<file path="src/rtl/ex_hazard_forward_unit.sv">
// EX-stage hazard and forwarding unit.
// Tracks in-flight destination registers in a small internal scoreboard
// (slot 0 = EX, slots 1..FWD_DEPTH = downstream stages). From that state it
// produces per-operand forward selects for the instruction in EX, and it
// detects load-use hazards against the instruction in ID.
// Optional build macro HAZARD_PERF_EN adds saturating stall/forward counters.
module ex_hazard_forward_unit #(
    parameter int REG_ADDR_W = 5,
    parameter int NUM_SRC    = 2,
    parameter int FWD_DEPTH  = 2,
    parameter int LOAD_LAT   = 1,
    localparam int SEL_W     = $clog2(FWD_DEPTH + 1)
) (
    input  logic                          i_clk,
    input  logic                          i_rst,
    input  logic                          i_stall_ext,
    input  logic                          i_flush,
    input  logic                          i_id_valid,
    input  logic [NUM_SRC*REG_ADDR_W-1:0] i_id_rs,
    input  logic [NUM_SRC-1:0]            i_id_rs_used,
    input  logic [REG_ADDR_W-1:0]         i_id_rd,
    input  logic                          i_id_reg_write,
    input  logic                          i_id_is_load,
    output logic [NUM_SRC*SEL_W-1:0]      o_fwd_sel,
    output logic                          o_stall,
    output logic                          o_bubble
`ifdef HAZARD_PERF_EN
    ,
    output logic [31:0]                   o_stall_cnt,
    output logic [31:0]                   o_fwd_cnt
`endif
);

    // A load must become forwardable somewhere inside the tracked window.
    generate
        if (LOAD_LAT < 1 || (1 + LOAD_LAT) > FWD_DEPTH) begin : g_param_check
            $error("ex_hazard_forward_unit: need 1 <= LOAD_LAT and 1+LOAD_LAT <= FWD_DEPTH");
        end
    endgenerate

    // Scoreboard slots; only the EX slot keeps its source operands.
    logic                          slot_valid_reg   [0:FWD_DEPTH];
    logic [REG_ADDR_W-1:0]         slot_rd_reg      [0:FWD_DEPTH];
    logic                          slot_rw_reg      [0:FWD_DEPTH];
    logic                          slot_is_load_reg [0:FWD_DEPTH];
    logic [NUM_SRC*REG_ADDR_W-1:0] ex_rs_reg;
    logic [NUM_SRC-1:0]            ex_rs_used_reg;

    logic [FWD_DEPTH:0]            slot_writable;
    logic [FWD_DEPTH:0]            slot_ready;
    logic [NUM_SRC-1:0]            op_hazard;

    // Per-slot qualifiers: a load only becomes a forwarding source once it
    // has travelled LOAD_LAT stages past EX/MEM.
    genvar gi;
    generate
        for (gi = 0; gi <= FWD_DEPTH; gi++) begin : g_slot
            assign slot_writable[gi] = slot_valid_reg[gi] && slot_rw_reg[gi] &&
                                       (slot_rd_reg[gi] != '0);
            assign slot_ready[gi]    = slot_writable[gi] &&
                                       (!slot_is_load_reg[gi] || (gi >= 1 + LOAD_LAT));
        end
    endgenerate

    generate
        for (gi = 0; gi < NUM_SRC; gi++) begin : g_op
            logic [REG_ADDR_W-1:0] ex_src;
            logic [REG_ADDR_W-1:0] id_src;
            logic [SEL_W-1:0]      sel;
            logic                  hit;

            assign ex_src = ex_rs_reg[gi*REG_ADDR_W +: REG_ADDR_W];
            assign id_src = i_id_rs[gi*REG_ADDR_W +: REG_ADDR_W];

            // Forward select: scan oldest to youngest so the youngest match wins.
            always_comb begin
                sel = '0;
                for (int k = FWD_DEPTH; k >= 1; k--) begin
                    if (slot_ready[k] && (slot_rd_reg[k] == ex_src)) begin
                        sel = SEL_W'(k);
                    end
                end
                if (!slot_valid_reg[0] || !ex_rs_used_reg[gi]) begin
                    sel = '0;
                end
            end

            // Load-use hazard: ID operand depends on a load whose data is not
            // forwardable by the time ID reaches EX.
            always_comb begin
                hit = 1'b0;
                for (int p = 0; p <= FWD_DEPTH; p++) begin
                    if ((p < LOAD_LAT) && slot_writable[p] && slot_is_load_reg[p] &&
                        (slot_rd_reg[p] == id_src)) begin
                        hit = 1'b1;
                    end
                end
                hit = hit && i_id_rs_used[gi];
            end

            assign o_fwd_sel[gi*SEL_W +: SEL_W] = sel;
            assign op_hazard[gi]                = hit;
        end
    endgenerate

    // Flush overrides the stall; any non-advancing ID becomes an EX bubble.
    assign o_stall  = i_id_valid && !i_flush && (|op_hazard);
    assign o_bubble = o_stall || i_flush || !i_id_valid;

    // Scoreboard advance: shift downstream, capture ID (or a bubble) into EX.
    always_ff @(posedge i_clk or posedge i_rst) begin
        if (i_rst) begin
            for (int k = 0; k <= FWD_DEPTH; k++) begin
                slot_valid_reg[k]   <= 1'b0;
                slot_rd_reg[k]      <= '0;
                slot_rw_reg[k]      <= 1'b0;
                slot_is_load_reg[k] <= 1'b0;
            end
            ex_rs_reg      <= '0;
            ex_rs_used_reg <= '0;
        end else if (!i_stall_ext) begin
            for (int k = FWD_DEPTH; k >= 1; k--) begin
                slot_valid_reg[k]   <= slot_valid_reg[k-1];
                slot_rd_reg[k]      <= slot_rd_reg[k-1];
                slot_rw_reg[k]      <= slot_rw_reg[k-1];
                slot_is_load_reg[k] <= slot_is_load_reg[k-1];
            end
            slot_valid_reg[0]   <= !o_bubble;
            slot_rd_reg[0]      <= i_id_rd;
            slot_rw_reg[0]      <= i_id_reg_write;
            slot_is_load_reg[0] <= i_id_is_load;
            ex_rs_reg           <= i_id_rs;
            ex_rs_used_reg      <= i_id_rs_used;
        end
    end

`ifdef HAZARD_PERF_EN
    // Saturating event counters, frozen together with the pipeline.
    always_ff @(posedge i_clk or posedge i_rst) begin
        if (i_rst) begin
            o_stall_cnt <= '0;
            o_fwd_cnt   <= '0;
        end else if (!i_stall_ext) begin
            if (o_stall && (o_stall_cnt != 32'hFFFF_FFFF)) begin
                o_stall_cnt <= o_stall_cnt + 32'd1;
            end
            if ((|o_fwd_sel) && (o_fwd_cnt != 32'hFFFF_FFFF)) begin
                o_fwd_cnt <= o_fwd_cnt + 32'd1;
            end
        end
    end
`endif

endmodule

</file>
<file path="config.mk">
export PLATFORM = sky130hd
export DESIGN_NAME = ex_hazard_forward_unit
export DESIGN_NICKNAME = d
export VERILOG_FILES = /design/src/rtl/ex_hazard_forward_unit.sv
export SDC_FILE = /design/constraint.sdc
export NUM_CORES = 1
export LEC_CHECK = 0
export CAP_MARGIN = 10
export CORE_MARGIN = 10
export CORE_UTILIZATION = 52
export CTS_CLUSTER_DIAMETER = 60
export DETAILED_ROUTE_END_ITERATION = 16
export PLACE_DENSITY = 0.88
export SETUP_SLACK_MARGIN = 0.05
export SLEW_MARGIN = 30
export SYNTH_ARGS = -nofsm -noshare
export SYNTH_HDL_FRONTEND = slang
export SYNTH_SLANG_ARGS = --single-unit
</file>
<file path="constraint.sdc">
create_clock -name i_clk -period 2.2 [get_ports i_clk]
set_clock_uncertainty 0.05 [all_clocks]
set_input_delay 0.44 -clock i_clk [delete_from_list [all_inputs] [get_ports i_clk]]
set_output_delay 0.44 -clock i_clk [all_outputs]
set_load 0.02 [all_outputs]
</file>
==> flow_summary.yaml, run 1 <==
finish:
  n_antenna_cell: 0
  largest_reg_flops: 15
  regArea_um2: 877
  final_nets: 219
  nFillCells: 246
  final_util_pct: 74.4
  multi_input_area_um2: 956
  area_delta_synth_final_pct: 40.4
  drive_above_1_share_pct: 47.2
sta:
  finalMaxSlewViolations: 0
  post-route-period-util_pct: 111
  clock.fmax_ghz: 0.408
  worst_pin_slew_ps: 444
  finalSetupViolations: 6
  fin_crit_ps: 2450
  max_slew_margin_pct: 70.4
  grt_setup_unrepaired: "yes"
  fin_ws_ps: -249
  fin_tns_setup_ps: -1260
  hold_viol_final: 0
job:
  maxCapViolations: 0
worst_setup_path:
  crit_fanout: 2
  criticalPathCategory: "register to output pin"
  crit_arrival_ps: 1960
  worstSetupEndpointType: "output pin"
  r2r_start: "slot_rd_reg[10]$_DFFE_PP0N_"
  reg2regPathDepth: 8
  r2r-end: "slot_valid_reg[2]$_DFFE_PP0N_"
  startpoint_type: "register"
  worst-r2r-setup-slack_ps: 210
  crit_required_ps: 1710
route:
  ant_nets: 0
  top_layer_used: "met4"
  drc: 0
  routed_via_density: 5.35
  wl_met3_um: 231
  vias: 1290
  wl_um: 4420
  wl_met1_um: 1880
  wl_per_cell_um: 18.3
  drt-pass1-iter-count: 4
  drt_iter0_drc: 115
  met2_length_um: 2250
clock_tree:
  path_clk_slew_ps: 100
  cts.sinks: 35
  ctsRootBufferMaster: "clkbuf_4"
  ctsHoldBuffers: 0
  cts_buffers: 5
  htreeDepth: 2
  cts_tree: "yes"
  insertion_delay_ps: 330
  clockBufferDepth: 2
power_and_ir_drop:
  power.density_nw_per_um2: 660
  switching_share_pct: 30.5
  leakagePower_nw: 1.03
  pwr-share-comb_pct: 27.2
  clkPwrFrac_pct: 22.2
  p_switching_mw: 0.495
  sequentialPowerShare_pct: 50.7
  p_int_mw: 1.13
  ir_drop_mv: 0.474
grt:
  grt_usage_pct: 15.1
  grt_first_pass_wirelength_um: 7320
  grt_max_degree: 36
  grt-ovfl-total: 0
  grt_pass1_vias: 1481
  antenna_found_initial: 0
placed_design:
  portBuffers: 29
  post-place-ws_ps: -695
  gp_congestion: 0.875
  post-dp-hpwl_um: 3260
min_path:
  hold_path_class: "input port to register"
  hold_depth: 2
  hold_path_end: "ex_rs_reg[5]$_DFFE_PP0N_"
  hp-start: "i_id_rs[5]"
synth:
  ys_ff_latch: 35
  yosysTopAreaCell: "dfrtp_1"
  ys_types: 23
  syn_nets: 158
  syn_area_um2: 1750
  synth_area_leaders: "dfrtp_1 (50%), mux2_2 (22%), xor2_1 (10%)"
  ys_seq_area_share_pct: 49.9
  syn_area_per_cell_um2: 13.1
  postSynthCellCount: 134
  netlist.area_leader.share_pct: 49.9
  yosysWarningCount: 0
die:
  initial_core_util_pct: 53.0
  io_pins: 30
  fp.dieArea_um2: 6100
  die_h_um: 78.1
  rows: 21
  fp.coreArea_um2: 3310
  die-width_um: 78.1
status:
  failed_checks: "setup timing"
  status: "finished with violations"
==> worst max path at each step <==
stage | to | from | slack, ps
2_1_floorplan | o_fwd_sel[1] | slot_rd_reg[7]$_DFFE_PP0N_ | 140
4_1_cts | o_fwd_sel[2] | slot_rd_reg[7]$_DFFE_PP0N_ | -270
6_report | o_fwd_sel[2] | slot_rd_reg[9]$_DFFE_PP0N_ | -250
3_5_place_dp | o_stall | i_id_rs[0] | -690
5_1_grt | o_fwd_sel[3] | slot_rd_reg[9]$_DFFE_PP0N_ | -330
3_3_place_gp | o_stall | i_id_rs[0] | -700
==> routing by layer <==
| layer | GRT usage (%) | vias up |
|---|---|---|
| met5 | 0 | - |
| met4 | 4.48 | 0 |
| met3 | 5.24 | 10 |
| met2 | 25.2 | 36 |
| met1 | 17.8 | 639 |
| li1 | - | 605 |
==> Yosys cell counts <==
| cell type | instances |
|---|---|
| o2111ai_1 | 1 |
| nand3_1 | 4 |
| dfrtp_1 | 35 |
| nor4_1 | 6 |
| o2111ai_2 | 1 |
| a32oi_1 | 1 |
| nor3b_1 | 1 |
| buf_2 | 3 |
| nor2b_1 | 1 |
| nand2_1 | 2 |
| xor2_1 | 20 |
| o311a_1 | 1 |
| inv_1 | 2 |
| clkbuf_1 | 1 |
| mux2_2 | 35 |
| and2_1 | 1 |
| and3_1 | 2 |
| or4_1 | 2 |
| or3_1 | 1 |
| o31a_1 | 1 |
| o21ai_0 | 1 |
| nor3_2 | 2 |
| xnor2_1 | 10 |
==> stage by stage <==
stage / instance area (um^2) / hold WS (ps) / total power [mW] / instances
finish: 2460 / 404 / 1.62 / 241
global route: 2460 / 397 / 1.71 / 241
CTS: 2390 / 459 / 1.60 / 239
detailed placement: 2240 / 455 / 1.21 / 226
global placement: 2240 / 443 / 1.19 / 226
floorplan: 1750 / 429 / 1.03 / 134
==> critical path, stage by stage, from the launching register on <==
cell,delay [ps]
dfrtp_1,400
or4_4,550
o2111ai_4,280
nor4_4,100
and3_4,180
buf_6,120
==> power by group through the flow <==
stage | clock (mW) | combinational (mW) | sequential (mW)
after detailed placement | 0 | 0.384 | 0.828
after floorplan | 0 | 0.215 | 0.812
after global placement | 0 | 0.368 | 0.823
final | 0.360 | 0.442 | 0.823
after global routing | 0.404 | 0.477 | 0.834
after CTS | 0.366 | 0.419 | 0.820
==> repair_timing <==
item,4_1_cts,5_1_grt
pin swaps,10,9
gates resized for setup,48,11
buffers inserted,6,2
setup endpoints to repair,6,6
==> cell type report <==
cell class	instances	area share, %
clock buffer	6	2.08
clock inverter	1	0.203
inverter	2	0.305
multi-input combinational	93	38.8
sequential	35	35.6
tap	46	2.34
timing repair buffer	58	20.7
==> placed cells by master, fill, tap and decap left out, types with 2 or more instances in the layout <==
master           count
buf_4               30
buf_6                5
clkbuf_4             5
clkdlybuf4s50_1     18
dfrtp_1             34
dlygate4sd2_1        4
inv_1                2
mux2_2              35
nand2_1              2
nand3_1              4
nor3_2               2
nor4_1               2
nor4_2               2
nor4_4               2
o2111ai_4            2
or4_4                2
xnor2_1             10
xor2_1              19
==> kinds of logic (layout without fill, tap and decap cells) <==
kind of cell / after synthesis / count (layout) / share of synthesized area [%]
muxes: 35 / 35 / 22.5
buffers and inverters: 6 / 67 / 1.50
DFF: 35 / 35 / 49.9
and+or+nand+nor: 22 / 22 / 7.92
AOI/OAI and AO/OA: 6 / 6 / 3.21
xor gates and xnor gates: 30 / 30 / 15.0
No activity file was read; power rests on OpenSTA's default activity.
==> inputs of run 2 (changes only) <==
--- a/config.mk
+++ b/config.mk
@@ -6,6 +6,7 @@
 export NUM_CORES = 1
 export LEC_CHECK = 0
 export CAP_MARGIN = 10
+export CORE_ASPECT_RATIO = 0.5
 export CORE_MARGIN = 10
 export CORE_UTILIZATION = 52
 export CTS_CLUSTER_DIAMETER = 60
==> flow_summary.yaml, run 2 (synthesis gave the netlist of run 1 again) <==
die:
  io_pins: 30
  die-width_um: 102
  fp.dieArea_um2: 6240
  die_h_um: 61.1
  rows: 14
  fp.coreArea_um2: 3120
  initial_core_util_pct: 56.3
sta:
  fin_crit_ps: 2390
  finalSetupViolations: 6
  fin_ws_ps: -193
  hold_viol_final: 0
  clock.fmax_ghz: 0.418
  finalMaxSlewViolations: 0
  worst_pin_slew_ps: 444
  grt_setup_unrepaired: "yes"
  max_slew_margin_pct: 70.4
  post-route-period-util_pct: 109
  fin_tns_setup_ps: -917
placed_design:
  portBuffers: 29
  post_dp_cell_area_um2: 2190
  post-dp-hpwl_um: 3030
  gp_congestion: 0.851
power_and_ir_drop:
  finalPower_mw: 1.83
  leakagePower_nw: 0.997
  power.density_nw_per_um2: 757
  ir_drop_mv: 0.555
finish:
  final_cell_mix: "mux2_2 (35), dfrtp_1 (31), xor2_1 (19), buf_4 (19), clkdlybuf4s50_1 (16)"
  area_delta_synth_final_pct: 38.2
  fin_area_um2: 2420
  final_nets: 206
  drive_above_1_share_pct: 45.9
  regArea_um2: 881
  largest_reg_flops: 15
  layout_commonest_cell: "mux2_2"
  n_antenna_cell: 0
  multi_input_area_um2: 962
  nFillCells: 181
route:
  vias: 1227
  drc: 0
  wl_um: 4400
  ant_nets: 0
  routed_via_density: 5.50
  drt_iter0_drc: 68
  wl_per_cell_um: 19.7
  drt-pass1-iter-count: 4
worst_setup_path:
  reg2regPathDepth: 5
  startpoint_type: "register"
  r2r_start: "slot_rd_reg[10]$_DFFE_PP0N_"
  path_buf_inv: 1
  criticalPathCategory: "register to output pin"
  cp_slowest_cell: "or4_4"
  worstSetupEndpointType: "output pin"
  r2r-end: "slot_valid_reg[2]$_DFFE_PP0N_"
  cp-endpoint: "o_fwd_sel[0]"
  crit_chain: "or4_4 > o2111ai_4 > nor4_4 > and3_4 > buf_6"
  critPathLaunch: "slot_rd_reg[8]$_DFFE_PP0N_"
  crit_path_max_incr_delay_ps: 550
  worst-r2r-setup-slack_ps: 420
  crit_required_ps: 1710
  crit_arrival_ps: 1900
  crit_fanout: 2
  cp_num_cells: 5
  critPathTopFamily: "simple AND/OR/NAND/NOR gates"
grt:
  grt_first_pass_wirelength_um: 7080
  grt_usage_pct: 15.3
  grt_pass1_vias: 1351
  grt-ovfl-total: 0
  grt_max_degree: 36
  antenna_found_initial: 0
clock_tree:
  path_clk_slew_ps: 70
  htreeDepth: 2
  ctsHoldBuffers: 0
  cts.sinks: 35
  insertion_delay_ps: 290
  ctsRootBufferMaster: "clkbuf_8"
  cts_buffers: 5
  clockBufferDepth: 2
  cts_tree: "yes"
status:
  status: "finished with violations"
  failed_checks: "setup timing"
job:
  maxCapViolations: 0
min_path:
  hold_path_class: "register to register"
-- run 2: timing repair --
action,4_1_cts,5_1_grt
resized for setup,55,7
pin swaps,16,5
setup endpoints to repair,6,6
setup buffers,1,1
hold endpoints to repair,0,0
-- run 2: how the worst min path moves through the flow --
stage	startpoint	to	slack [ps]	cells past startpoint
finish	slot_is_load_reg[1]$_DFFE_PP0N_	slot_is_load_reg[1]$_DFFE_PP0N_	460	1
global route	slot_is_load_reg[1]$_DFFE_PP0N_	slot_is_load_reg[1]$_DFFE_PP0N_	500	1
floorplan	slot_is_load_reg[1]$_DFFE_PP0N_	slot_is_load_reg[1]$_DFFE_PP0N_	430	1
CTS	slot_is_load_reg[1]$_DFFE_PP0N_	slot_is_load_reg[1]$_DFFE_PP0N_	460	1
global placement	slot_is_load_reg[1]$_DFFE_PP0N_	slot_is_load_reg[1]$_DFFE_PP0N_	440	1
detailed placement	slot_is_load_reg[1]$_DFFE_PP0N_	slot_is_load_reg[1]$_DFFE_PP0N_	440	1
-- run 2: final cells by class --
class                   count  area share, %
multi-input cells          93           39.7
clock inverters             2           1.44
well taps                  40           2.06
clock buffers               6           3.41
inverters                   2          0.310
repair buffers             45           16.8
flip-flops and latches     35           36.3
-- run 2: power breakdown --
group | switching, mW | internal, mW
Clock | 0.231 | 0.366
Combinational | 0.173 | 0.227
Sequential | 0.110 | 0.728
Total | 0.513 | 1.32
-- run 2: per-stage QoR --
stage | hold slack, ps | std cells | setup WS (ps) | util, %
floorplan | 429 | 134 | 142 | -
global placement | 440 | 213 | -674 | 70.3
detailed placement | 445 | 213 | -747 | 70.3
CTS | 460 | 222 | -188 | 76.9
global route | 497 | 223 | -239 | 77.8
finish | 460 | 223 | -193 | 77.8
-- run 2: layer usage --
layer / vias up / GRT usage (%) / wire [um]
met5: - / 0 / 0
met4: 0 / 6.57 / 77
met3: 8 / 4.02 / 137
met2: 21 / 25.4 / 2190
met1: 614 / 18.7 / 2000
li1: 584 / - / -
